$ cat src/rtl/regs_scoreboard.sv
// Issue-stage interlock for the 32x32 register file. Tracks destination
// registers with a write in flight and holds issue on RAW, WAW and capacity
// hazards until the matching writeback. A same-cycle writeback releases the
// dependent issue at once, because the register file forwards write data.
module regs_scoreboard #(
  parameter int MAX_INFLIGHT = 8,
  parameter int STALL_W      = 16
) (
  input  logic               clk,
  input  logic               reset,
  input  logic               issue_valid,
  input  logic [4:0]         issue_rs1,
  input  logic [4:0]         issue_rs2,
  input  logic               issue_use_rs1,
  input  logic               issue_use_rs2,
  input  logic [4:0]         issue_rd,
  input  logic               issue_wr,
  output logic               issue_stall,
  input  logic               wb_valid,
  input  logic [4:0]         wb_rd,
  input  logic               flush,
  output logic [31:0]        pending,
  output logic               busy,
  output logic               wb_err,
  output logic [STALL_W-1:0] stall_count
);

  localparam int CNT_W = $clog2(MAX_INFLIGHT + 1);
  localparam logic [CNT_W-1:0] MAX_CNT = CNT_W'(MAX_INFLIGHT);

  // Increment the stall counter, holding it at all-ones.
  function automatic logic [STALL_W-1:0] sat_inc(input logic [STALL_W-1:0] v);
    if (&v) return v;
    return v + STALL_W'(1);
  endfunction

  logic [31:0]        pending_p1;
  logic [CNT_W-1:0]   inflight_p1;
  logic               busy_p1;
  logic               wb_err_p1;
  logic [STALL_W-1:0] stall_cnt_p1;

  logic [31:0]        wb_mask;
  logic [31:0]        eff_pend;
  logic [31:0]        pend_nxt;
  logic [CNT_W-1:0]   inflight_nxt;
  logic               wb_nz;
  logic               clr_hit;
  logic               wb_miss;
  logic               rs1_haz;
  logic               rs2_haz;
  logic               waw_haz;
  logic               cap_haz;
  logic               stall;
  logic               do_set;

  // Stage p0: hazard detection against pending bits with this cycle's writeback masked off.
  always_comb begin
    wb_nz    = wb_valid && (wb_rd != 5'd0);
    wb_mask  = wb_valid ? (32'd1 << wb_rd) : 32'd0;
    eff_pend = pending_p1 & ~wb_mask;
    clr_hit  = wb_nz && pending_p1[wb_rd];
    wb_miss  = wb_nz && !pending_p1[wb_rd];

    rs1_haz  = issue_use_rs1 && (issue_rs1 != 5'd0) && eff_pend[issue_rs1];
    rs2_haz  = issue_use_rs2 && (issue_rs2 != 5'd0) && eff_pend[issue_rs2];
    waw_haz  = issue_wr && (issue_rd != 5'd0) && eff_pend[issue_rd];
    cap_haz  = issue_wr && (issue_rd != 5'd0) && (inflight_p1 == MAX_CNT) && !clr_hit;

    stall    = issue_valid && (rs1_haz || rs2_haz || waw_haz || cap_haz);
    do_set   = issue_valid && !stall && issue_wr && (issue_rd != 5'd0);

    pend_nxt = pending_p1;
    if (clr_hit) pend_nxt[wb_rd] = 1'b0;
    if (do_set)  pend_nxt[issue_rd] = 1'b1;

    inflight_nxt = inflight_p1;
    if (do_set && !clr_hit)      inflight_nxt = inflight_p1 + CNT_W'(1);
    else if (clr_hit && !do_set) inflight_nxt = inflight_p1 - CNT_W'(1);

    if (flush) begin
      pend_nxt     = '0;
      inflight_nxt = '0;
    end
  end

  // Stage p1: scoreboard state, sticky error flag and stall counter.
  always_ff @(posedge clk) begin
    if (reset) begin
      pending_p1   <= '0;
      inflight_p1  <= '0;
      busy_p1      <= 1'b0;
      wb_err_p1    <= 1'b0;
      stall_cnt_p1 <= '0;
    end else begin
      pending_p1  <= pend_nxt;
      inflight_p1 <= inflight_nxt;
      busy_p1     <= (pend_nxt != 32'd0);
      if (wb_miss) wb_err_p1 <= 1'b1;
      if (stall)   stall_cnt_p1 <= sat_inc(stall_cnt_p1);
    end
  end

  assign issue_stall = stall;
  assign pending     = pending_p1;
  assign busy        = busy_p1;
  assign wb_err      = wb_err_p1;
  assign stall_count = stall_cnt_p1;

endmodule

$ cat config.mk
export PLATFORM = sky130hd
export DESIGN_NAME = regs_scoreboard
export DESIGN_NICKNAME = d
export VERILOG_FILES = /design/src/rtl/regs_scoreboard.sv
export SDC_FILE = /design/constraint.sdc
export NUM_CORES = 1
export LEC_CHECK = 0
export BUFFER_PORTS_ARGS = -buffer_cell sky130_fd_sc_hd__buf_2
export CELL_PAD_IN_SITES_DETAIL_PLACEMENT = 1
export CELL_PAD_IN_SITES_GLOBAL_PLACEMENT = 1
export CORE_MARGIN = 2
export CORE_UTILIZATION = 45
export DETAILED_ROUTE_END_ITERATION = 6
export PLACE_DENSITY = 0.86
export SKIP_LAST_GASP = 1
export SLEW_MARGIN = 10
export SYNTH_ARGS = -nofsm -noshare
export SYNTH_HDL_FRONTEND = slang
export SYNTH_SLANG_ARGS = --single-unit
$ cat constraint.sdc
create_clock -name clk -period 8.6 [get_ports clk]
set_clock_uncertainty 0.2 [all_clocks]
set_input_delay 1.29 -clock clk [delete_from_list [all_inputs] [get_ports clk]]
set_output_delay 1.29 -clock clk [all_outputs]
set_load 0.05 [all_outputs]
==> impl_metrics.toml <==
[clock_network]
cts_tree = "yes"
cts_setup_buffers = 0
cts_sinks = 54
worstSkewPairLatency_ns = 0.32
clk_pin_slew_ns = 0.12
numCtsBuffers = 5
cts_hold_buf = 0
clockBufferDepth = 2
clockRootBuffer = "clkbuf_8"
h-tree-depth = 2
cts_resized = 0

[sta]
hold_viol = 0
clock.fmax_mhz = 174.2
setup_violations = 0
slew_headroom_pct = 38.23
fin_ws_ns = 2.859
slew_viol_final = 0
fin_tns_setup_ns = 0
holdWs_ns = 0.3044
finalCritPeriodShare_pct = 66.75
period_minus_slack_ns = 5.741
grt_setup_unrepaired = "false"
tightestPinTransition_ns = 0.9032

[grt]
grt_max_degree = 39
grtUsageTotal_pct = 35.47
grt_pass1_vias = 4683
antenna_found_initial = 0
grt_pass1_wl_microns = 27500
overflow = 0

[setup_path]
worstSetupPathType = "in2out"
end_kind = "output port"
path_max_fanout = 37
cp_slowest_stage_delay_ns = 0.52
cp_slowest_cell = "o21ai_1"
startpoint_type = "input port"
path_cells = "buf_2 -> buf_4 -> nand2_1 -> o21ai_1 -> mux2_1 -> a31oi_1 -> a31oi_1 -> nand4_2 -> or2_1 -> and2_1 -> buf_2"
worstPathArrival_ns = 4.25
required_ns = 7.11

[placed_design]
gp_congestion = 1.036
dp_hpwl_microns = 13660
port_buffers = 78
pre_cts_ws_ns = 2.925
dpl.cell_count = 696

[synth]
avgSynthCellArea_sq_um = 7.771
netlist_area_sq_um = 4235
syn-num-nets = 578
synth-async-reset-ratio_pct = 0
synth_top_area_cell = "dfxtp_1"
synth_top_area_share_pct = 25.52
yosys_register_bits = 54
synthCells = 545
synth_edf_count = 0
yosysUniqueCellTypes = 72
yosysWarnings = 0
synthTopCellsByArea = "dfxtp_1 26%, mux2i_1 7.8%, o22ai_1 5.0%"
synth-main-ff-cell = "dfxtp_1"
ys_seq_area_share_pct = 25.52

[cells_and_area]
fin_nets = 625
drive_gt1_share_pct = 18.55
finalNonFillerCells = 704
antenna_cells = 0
final_cell_mix = "78 x buf_2, 54 x dfxtp_1, 42 x nand2_1, 34 x o22ai_1, 33 x mux2i_1"
area_growth_pct = 11.29
mostFrequentLayoutCell = "buf_2"

[floorplanning]
die_area_sq_um = 10200
coreArea_sq_um = 9196
die-height_microns = 101.0
ioPinCount = 79
rows = 35
die_w_microns = 101.0
start_util_pct = 46.05

[detailed_routing]
wire_per_inst_microns = 25.77
vias = 4899
drt_pass1_iterations = 4
drt_iter0_drc = 299
routed_wl_microns = 18140
drc = 0
drt-vias-per-instance = 6.959
ant_nets = 0

[run_status]
status = "complete, no violations"

[power]
leakage_nw = 1.784
ir_worst_vdd_mv = 0.07553
power_density_nw_per_um2 = 118.9

[hold_path]
worstHoldPathType = "reg2reg"

[flow_run]
maxCapViolCount = 0
[stage by stage]
step / utilization (%) / instance area [sq um] / total power [mW]
floorplan: - / 4235 / 0.3420
global placement: 49.97 / 4596 / 0.3702
detailed placement: 49.97 / 4596 / 0.3729
CTS: 51.25 / 4713 / 0.5565
global route: 51.25 / 4713 / 0.5806
finish: 51.25 / 4713 / 0.5604
[path summary, 6_finish.rpt]
check                                end  slack, ns                        start  cells after the start
min reg2reg  stall_count[6]$_SDFFE_PP0P_       0.30  stall_count[6]$_SDFFE_PP0P_                      2
min          stall_count[6]$_SDFFE_PP0P_       0.30  stall_count[6]$_SDFFE_PP0P_                      2
max                          issue_stall       2.86                     wb_rd[1]                     11
max reg2reg  inflight_p1[3]$_SDFFE_PP0P_       4.55       pending[10]$_SDFF_PP0_                     15
[layer usage]
layer,part of all wire (%),GRT usage [%]
met3,8.4,7.351
met5,0,0
met4,3.2,12.89
met2,43,52.51
met1,45,50.74
[final cells by class]
cell class	instances	area, sq um
clock buffer	5	68.82
clock inverter	3	48.80
fill	1173	4483
inverter	18	67.56
multi-input combinational	433	2903
sequential	54	1081
tap	111	138.9
timing repair buffer	80	405.4
[flip-flops by register name, indices dropped and copies added (netlist names)]
signal	count
inflight_p1	4
pending	32
wb_err	1
stall_count	16
busy	1
[synthesized netlist by cell type (4+ instances only)]
library cell  count
a211oi_1          4
a21oi_1          29
a311oi_1          7
a31oi_1           9
and3_1            4
buf_2            21
clkbuf_1         16
dfxtp_1          54
ha_1              4
inv_1            18
mux2i_1          33
mux4_2            4
nand2_1          42
nand2b_1          9
nand3_1          21
nand4_1          19
nand4b_1          4
nor2_1           27
nor2b_1          11
nor3_1            8
nor4_1            4
o2111ai_1         4
o211ai_1          7
o21ai_0          30
o21ai_1          22
o22ai_1          34
o31ai_1           4
or2_2             4
or3_1            13
xnor2_1           6
xor2_1            4
[critical path, delay by kind of cell]
kind	cells	cell delay [ns]
simple gates	4	1.16
compound gates	3	0.85
buf+inv	3	0.70
mux	1	0.21
[power breakdown]
part / internal [mW] / total [mW] / switching [mW]
Clock: 0.0891 / 0.190 / 0.101
Combinational: 0.0349 / 0.114 / 0.0795
Sequential: 0.253 / 0.256 / 0.00294
Total: 0.377 / 0.560 / 0.184
[kinds of logic after synthesis]
family | synth area share, %
AO/OA/AOI/OAI | 27.56
AND/OR/NAND/NOR | 26.26
buffers and inverters | 5.938
adder cells (fa/ha/maj) | 1.654
flip-flops | 25.52
XOR/XNOR | 2.068
multiplexers | 10.99
Power figures use the tool's default switching activity.
